===== src/rtl/alu_cdb_stage.sv =====
// Single-cycle ALU/branch/JALR execution stage: computes the result of an issued op and
// broadcasts {flag, ROB idx, value} one cycle later on the common data bus.
package alu_cdb_pkg;
    typedef enum logic [5:0] {
        INS_NONE  = 6'd0,
        INS_LUI   = 6'd1,
        INS_AUIPC = 6'd2,
        INS_JALR  = 6'd3,
        INS_BEQ   = 6'd4,
        INS_BNE   = 6'd5,
        INS_BLT   = 6'd6,
        INS_BGE   = 6'd7,
        INS_BLTU  = 6'd8,
        INS_BGEU  = 6'd9,
        INS_ADDI  = 6'd10,
        INS_SLTI  = 6'd11,
        INS_SLTIU = 6'd12,
        INS_XORI  = 6'd13,
        INS_ORI   = 6'd14,
        INS_ANDI  = 6'd15,
        INS_SLLI  = 6'd16,
        INS_SRLI  = 6'd17,
        INS_SRAI  = 6'd18,
        INS_ADD   = 6'd19,
        INS_SUB   = 6'd20,
        INS_SLL   = 6'd21,
        INS_SLT   = 6'd22,
        INS_SLTU  = 6'd23,
        INS_XOR   = 6'd24,
        INS_SRL   = 6'd25,
        INS_SRA   = 6'd26,
        INS_OR    = 6'd27,
        INS_AND   = 6'd28
    } ins_t;
endpackage

module alu_cdb_stage
    import alu_cdb_pkg::*;
#(
    parameter int DATA_W = 32,
    parameter int ROB_W  = 4,
    parameter int INS_W  = 6
) (
    input  logic         clk,
    input  logic         rst,
    input  logic         rdy,
    input  logic         jp_wrong,
    alu_cdb_if.slave     bus
);
    logic [INS_W-1:0]  insty;
    logic [DATA_W-1:0] v1;
    logic [DATA_W-1:0] v2;
    logic [4:0]        shamt;
    logic [DATA_W-1:0] sum;
    logic [DATA_W-1:0] result;

    logic              flag_q;
    logic [ROB_W-1:0]  idx_q;
    logic [DATA_W-1:0] val_q;

    assign insty = bus.ari_insty;
    assign v1    = bus.ari_val1;
    assign v2    = bus.ari_val2;
    assign shamt = v2[4:0];
    assign sum   = v1 + v2;

    // NOTE: result is assigned a default before the case so no path leaves it unassigned;
    // otherwise synthesis would infer a latch for unlisted codes.
    always_comb begin
        result = '0;
        case (insty)
            INS_ADD, INS_ADDI, INS_AUIPC: result = sum;
            INS_SUB:                      result = v1 - v2;
            INS_AND, INS_ANDI:            result = v1 & v2;
            INS_OR,  INS_ORI:             result = v1 | v2;
            INS_XOR, INS_XORI:            result = v1 ^ v2;
            INS_SLL, INS_SLLI:            result = v1 << shamt;
            INS_SRL, INS_SRLI:            result = v1 >> shamt;
            INS_SRA, INS_SRAI:            result = $signed(v1) >>> shamt;
            INS_SLT, INS_SLTI:            result = DATA_W'($signed(v1) < $signed(v2));
            INS_SLTU, INS_SLTIU:          result = DATA_W'(v1 < v2);
            INS_LUI:                      result = v2;
            INS_BEQ:                      result = DATA_W'(v1 == v2);
            INS_BNE:                      result = DATA_W'(v1 != v2);
            INS_BLT:                      result = DATA_W'($signed(v1) < $signed(v2));
            INS_BGE:                      result = DATA_W'($signed(v1) >= $signed(v2));
            INS_BLTU:                     result = DATA_W'(v1 < v2);
            INS_BGEU:                     result = DATA_W'(v1 >= v2);
            INS_JALR:                     result = sum & ~DATA_W'(1);
            default:                      result = '0;
        endcase
    end

    // NOTE: state registers use non-blocking assignments so every flop samples the
    // pre-edge values, independent of statement order.
    always_ff @(posedge clk or negedge rst) begin
        if (!rst) begin
            flag_q <= 1'b0;
            idx_q  <= '0;
            val_q  <= '0;
        end else if (rdy) begin
            // A flush kills the op being issued this cycle; idx/value may go stale.
            if (jp_wrong || !bus.ari_ins_flag) begin
                flag_q <= 1'b0;
            end else begin
                flag_q <= 1'b1;
                idx_q  <= bus.ari_ROB_idx;
                val_q  <= result;
            end
        end
    end

    assign bus.val_flag_RS = flag_q;
    assign bus.val_idx_RS  = idx_q;
    assign bus.val_RS      = val_q;
endmodule


===== src/rtl/alu_cdb_if.sv =====
// Issue bus from the reservation station into the ALU, and the ALU result broadcast bus
// that feeds RS/LSB wake-up and the ROB.
interface alu_cdb_if #(
    parameter int DATA_W = 32,
    parameter int ROB_W  = 4,
    parameter int INS_W  = 6
);
    logic              ari_ins_flag;
    logic [INS_W-1:0]  ari_insty;
    logic [DATA_W-1:0] ari_val1;
    logic [DATA_W-1:0] ari_val2;
    logic [ROB_W-1:0]  ari_ROB_idx;

    logic              val_flag_RS;
    logic [ROB_W-1:0]  val_idx_RS;
    logic [DATA_W-1:0] val_RS;

    // RS side: issues ops and listens to broadcasts.
    modport master (
        output ari_ins_flag, ari_insty, ari_val1, ari_val2, ari_ROB_idx,
        input  val_flag_RS, val_idx_RS, val_RS
    );

    // ALU side: consumes ops and drives the broadcast.
    modport slave (
        input  ari_ins_flag, ari_insty, ari_val1, ari_val2, ari_ROB_idx,
        output val_flag_RS, val_idx_RS, val_RS
    );
endinterface


===== src/flat_wrapper.sv =====
// flat-port wrapper written by rule: the top's interface ports become plain ports
module alu_cdb_stage_flat import alu_cdb_pkg::*;
#(
    parameter int DATA_W = 32,
    parameter int ROB_W  = 4,
    parameter int INS_W  = 6
)
  (clk, rst, rdy, jp_wrong, bus_ari_ins_flag, bus_ari_insty, bus_ari_val1, bus_ari_val2, bus_ari_ROB_idx, bus_val_flag_RS, bus_val_idx_RS, bus_val_RS);
  alu_cdb_if #(.DATA_W(DATA_W), .ROB_W(ROB_W), .INS_W(INS_W)) bus_i ();
  input  logic clk;
  input  logic rst;
  input  logic rdy;
  input  logic jp_wrong;
  input wire logic [$bits(bus_i.ari_ins_flag)-1:0] bus_ari_ins_flag;
  input wire logic [$bits(bus_i.ari_insty)-1:0] bus_ari_insty;
  input wire logic [$bits(bus_i.ari_val1)-1:0] bus_ari_val1;
  input wire logic [$bits(bus_i.ari_val2)-1:0] bus_ari_val2;
  input wire logic [$bits(bus_i.ari_ROB_idx)-1:0] bus_ari_ROB_idx;
  output wire logic [$bits(bus_i.val_flag_RS)-1:0] bus_val_flag_RS;
  output wire logic [$bits(bus_i.val_idx_RS)-1:0] bus_val_idx_RS;
  output wire logic [$bits(bus_i.val_RS)-1:0] bus_val_RS;
  assign bus_i.ari_ins_flag = bus_ari_ins_flag;
  assign bus_i.ari_insty = bus_ari_insty;
  assign bus_i.ari_val1 = bus_ari_val1;
  assign bus_i.ari_val2 = bus_ari_val2;
  assign bus_i.ari_ROB_idx = bus_ari_ROB_idx;
  assign bus_val_flag_RS = bus_i.val_flag_RS;
  assign bus_val_idx_RS = bus_i.val_idx_RS;
  assign bus_val_RS = bus_i.val_RS;
  alu_cdb_stage #(.DATA_W(DATA_W), .ROB_W(ROB_W), .INS_W(INS_W)) u_core (.clk(clk), .rst(rst), .rdy(rdy), .jp_wrong(jp_wrong), .bus(bus_i));
endmodule

===== config.mk =====
export PLATFORM = sky130hd
export DESIGN_NAME = alu_cdb_stage_flat
export DESIGN_NICKNAME = d
export VERILOG_FILES = /design/src/rtl/alu_cdb_stage.sv /design/src/rtl/alu_cdb_if.sv /design/src/flat_wrapper.sv
export SDC_FILE = /design/constraint.sdc
export NUM_CORES = 1
export LEC_CHECK = 0
export BUFFER_PORTS_ARGS = -buffer_cell sky130_fd_sc_hd__buf_4
export CORE_MARGIN = 1
export CORE_UTILIZATION = 45
export CTS_CLUSTER_SIZE = 16
export DETAILED_ROUTE_END_ITERATION = 6
export PLACE_DENSITY = 0.71
export SLEW_MARGIN = 40
export SYNTH_ARGS = -nofsm -noshare
export SYNTH_HDL_FRONTEND = slang
export SYNTH_SLANG_ARGS = --single-unit

===== constraint.sdc =====
create_clock -name clk -period 1.7 [get_ports clk]
set_input_delay 0.34 -clock clk [delete_from_list [all_inputs] [get_ports clk]]
set_output_delay 0.34 -clock clk [all_outputs]
set_load 0.05 [all_outputs]

Yosys cells after proc, flatten, opt, wreduce, memory -nomap -nowiden:

Index checks and enable logic that the tools add are counted.
Widths: inputs -> output; s select.

* memory bits (read-only): 0
* word-level logic and storage cells: 60
* input bits: 79
* memories kept: 0
* register bits: 37
* bits in latches: 0
* memory bits (writable): 0
* output and inout bits: 37

* $mul: 0
* div/mod/pow operators: 0
* bitwise gates (word level): 4
* add/subtract/negate cells: 2
* eq/ne operators: 30
* $lt $le $gt $ge: 4
* multiplexer cells: 2
* shift operators: 3
* reductions and logical operators: 12

Operators by type and width (count)
* $pmux 32 s16: 1
* $eq 6x5->1 const B: 13
* $ge 32x32->1: 2
* $lt 32x32->1: 2
* $eq 6x4->1 const B: 8
* $add 32x32->32: 1
* $and 32x32->32: 1
* $eq 32x32->1: 1
* $ne 32x32->1: 1
* $or 32x32->32: 1
* $shl 32x5->32: 1
* $shr 32x5->32: 1
* $sshr 32x5->32: 1
* $sub 32x32->32: 1
* $xor 32x32->32: 1
* $eq 6x3->1 const B: 4
* $eq 6x2->1 const B: 2
* $reduce_or 2->1: 6
* $reduce_or 3->1: 3
* $eq 6x1->1 const B: 1
* $reduce_and 2->1: 1
* $logic_not 1->1: 1
* $logic_or 1x1->1: 1
* $mux 1: 1
* $not 1->1: 1

Longest topological paths before layout:

* word-level depth: 4
* mapped depth: 17

Least setup slack after synthesis:

Ideal clock, no wire load.

* path type: input to register
* start point: input port bus_ari_val2[2]
* end point: register u_core.val_q[0] (netlist: u_core.bus.val_RS[0])
* stages: 17
* required time: 1.571 ns
* path buffers: 6
* setup slack: -2.295 ns
* setup time: 0.129 ns
* arrival time: 3.865 ns
* cell sequence: buf_2 -> inv_2 -> buf_2 -> buf_2 -> buf_2 -> buf_2 -> ha_1 -> buf_2 -> or2_1 -> a221oi_1 -> o21ai_1 -> a21oi_1 -> nor3_1 -> o2bb2ai_1 -> o22ai_1 -> mux2_2 -> o41a_1

* longest elaborated chain between the ends: 2
* elaborated cells on any way between the ends: 10

Ends and longest elaborated chain
* start: declaration: RTL line flat_wrapper.sv:17 `input wire logic [$bits(bus_i.ari_val2)-1:0] bus_ari_val2;`
* $ge 32x32->1, or another cell as far along: RTL line alu_cdb_stage.sv:88 `INS_BGEU: result = DATA_W'(v1 >= v2);`
* $pmux 32 s16 *: RTL line alu_cdb_stage.sv:71 `case (insty)`
* end signal: assignment: RTL line alu_cdb_stage.sv:108 `val_q <= result;`
* end: declaration: RTL line alu_cdb_stage.sv:59 `logic [DATA_W-1:0] val_q;`

Every way passes the cells marked *; elsewhere a longest branch is shown, timed or not.
A chain may end at the register's enable or synchronous reset.

Worst setup path in the final report:

* start point: input port bus_ari_val1[0]
* end point: register u_core.val_q[12] (netlist: u_core.bus.val_RS[12])

* longest elaborated chain between the ends: 2
* elaborated cells on any way between the ends: 6

Ends and longest elaborated chain
* start: declaration: RTL line flat_wrapper.sv:16 `input wire logic [$bits(bus_i.ari_val1)-1:0] bus_ari_val1;`
* $add 32x32->32, or another cell as far along: RTL line alu_cdb_stage.sv:65 `assign sum = v1 + v2;`
* $pmux 32 s16 *: RTL line alu_cdb_stage.sv:71

Marks and branches as above.

==> reports/summary.txt <==
status - finished with violations
violated checks - DRC, setup timing
Vert. Die Dim - 156 um
CTS tree - yes
top_reg_cell synth - dfrtp_1
IO Pins - 116
initial core utilization - 45.7%
die extent in x - 156 um
Max Root-Sink Buffers - 2
DRT Wirelength - 65.6 mm
Cell Rows - 56
Fmax - 0.345 GHz
layout cells sized above 1 - 50.0%
Synth async-reset ratio - 100%
worst hold margin - 0.0586 ns
drt pass-1 iters - 7
Slew @ Worst Pin - 0.769 ns
initial antenna violation count - 2
synthesized instance count - 1540
Port Buffers - 115
Final Cycle Share - 170%
Yosys cell types - 97
Core Area - 23400 sq um
Max transition margin - 47.4%
PwrDens - 466 nW/um^2
static leakage - 8.61 nW
ANT nets after route - 0
worst reg2reg endpoint - u_core.bus.val_RS[17]
met3 usage - 13.8%
Initial DRC Count - 2349
drt wl/cell - 26.1 um
CP endpoint kind - flip-flop
GP Congestion - 1.14
vias per inst - 6.65
Multi-input gate area - 10500 sq um
clock-pin slew on the worst setup and hold paths - 0.07 ns
gr ovfl total - 0
RSZ-0062 raised after global routing - yes
DRC violations left - 8
Max Cap Viol - 0
Filler cells - 1606
r2r worst-path depth - 4
R2R setup slack - 0.06 ns
Total GRT Usage - 51.9%
commonest non-fill, non-tap cell in the layout - buf_4
Worst EP arrival - 3.06 ns
CTS Root Cell - clkbuf_16
FF+latch area - 926 sq um
crit path time final - 2.90 ns
synthesized cell area - 10700 sq um
commonest non-fill, non-tap cells in the layout - 685 x buf_4, 133 x nand2_1, 131 x nor2_1
number of cells after detailed placement - 2432
pin count of the biggest net entering global routing - 73
syn_nets - 1722
Synth Area per Inst - 6.95 sq um
final setup violation count - 32
clock skew - 0 ns
layer with the highest usage - met2
Detail Placement HPWL - 47.9 mm
hold buffers post-CTS - 0
worst vdd rail ir drop - 0.000440 V
global-route met2 utilization - 77.7%
Num CTS Buffers - 5
Ys Warns - 0
Final WS setup - -1.20 ns
Post-synth EDFFs - 0
CTS sink count - 37
Yosys reg bits - 37
Max Slew Vio Count - 0
sequential element share of the synthesized area - 8.65%
die area - 24400 sq um
first-pass GRT wire length - 94.7 mm
Critical Path RT - 1.86 ns
vias in the first global route - 16016
met1 usage - 61.3%
Hold Crit Class - primary input to async pin
final hold vios - 0
crit-path max FO - 3
post-route insts no fill - 2515
diode count - 0
Crit Path Class - primary input to flip-flop
routed vias - 16730
htree depth - 2
Core Util, Final - 80.6%
Worst R2R Start - u_core.bus.val_RS[17]
Syn-to-layout area delta - 76.3%
Clock Latency Late Sink - 0.30 ns
startpoint types - primary input
NumNets Final - 2377
synthesized netlist by cell type, types with 27 or more instances:
| cell | number | area, sq um |
|---|---|---|
| a21oi_1 | 150 | 751 |
| nor2_1 | 150 | 563 |
| nand2_1 | 139 | 522 |
| o21ai_0 | 120 | 601 |
| ha_1 | 101 | 1260 |
| inv_1 | 101 | 379 |
| mux2i_1 | 75 | 751 |
| clkbuf_1 | 65 | 244 |
| dfrtp_1 | 37 | 926 |
| buf_2 | 35 | 175 |
| nor3_1 | 34 | 170 |
| a221oi_1 | 30 | 263 |
| o211ai_1 | 30 | 225 |
| nand3_1 | 27 | 135 |
stage by stage:
step	setup TNS (ns)	setup WS, ns	power [mW]	cell area [sq um]
2_1_floorplan	-37.04	-1.67	3.74	11000
5_1_grt	-29.47	-1.23	9.03	18900
4_1_cts	-25.62	-1.11	8.10	18000
3_3_place_gp	-42.33	-1.72	6.23	16100
6_report	-27.93	-1.20	8.78	18900
3_5_place_dp	-43.25	-1.73	6.30	16100
cells by family after synthesis:
| logic type | after synthesis | synth area share, % |
|---|---|---|
| xor+xnor | 8 | 0.655 |
| fa+ha+maj | 103 | 12.2 |
| simple gates | 472 | 20.8 |
| compound gates | 574 | 35.6 |
| flops | 37 | 8.65 |
| buf+inv | 227 | 8.83 |
| mux | 119 | 13.3 |
worst max-delay path, cell delays in order:
cell,delay (ns)
buf_8,0.08
inv_4,0.03
ha_4,0.16
fa_2,0.37
or2_4,0.26
a221oi_4,0.34
o21ai_2,0.13
buf_4,0.16
nand2_4,0.09
a211oi_2,0.09
buf_4,0.14
o31a_1,0.26
a2bb2o_1,0.28
o21ai_2,0.21
a31oi_1,0.11
state kept, by name (all words and copies together), names as in the netlist:
register and count:
u_core.bus.val_flag_RS 1, u_core.bus.val_idx_RS 4, u_core.bus.val_RS 32
where the power goes:
group          internal (mW)  switching [mW]  total (mW)
Sequential              1.00           0.110        1.11
Combinational           2.89            3.56        6.45
Clock                  0.737           0.478        1.22
routing by layer:
| layer | vias to the layer above | share of wire, % |
|---|---|---|
| li1 | 7069 | - |
| met4 | 4 | 11 |
| met3 | 497 | 13 |
| met1 | 7697 | 35 |
| met2 | 1463 | 41 |
| met5 | - | 0.070 |
worst max path at each step:
stage / start / to / slack, ns / cells after the start
2_1_floorplan: bus_ari_val2[2] / u_core.bus.val_RS[27] / -1.67 / 16
3_3_place_gp: bus_ari_val2[0] / u_core.bus.val_RS[0] / -1.72 / 12
3_5_place_dp: bus_ari_val2[27] / u_core.bus.val_RS[0] / -1.73 / 13
4_1_cts: bus_ari_val2[1] / u_core.bus.val_RS[23] / -1.11 / 12
5_1_grt: bus_ari_val1[0] / u_core.bus.val_RS[12] / -1.23 / 16
6_report: bus_ari_val1[0] / u_core.bus.val_RS[12] / -1.20 / 15
area by class of cell:
type	count	share of cell area [%]
clock buffers	7	0.756
clock inverters	1	0.159
inverters	106	2.30
multi-input cells	1276	55.6
flip-flops and latches	37	4.91
well taps	319	2.12
repair buffers	769	34.2
repair_timing:
action	4_1_cts	5_1_grt
cloned	7	0
endpoints found under the hold margin	0	0
pin swaps	87	124
gates resized for setup	279	173
endpoints found under the setup margin	32	32
buffers inserted	53	36
Note: power is estimated with default switching activity, not from simulation.
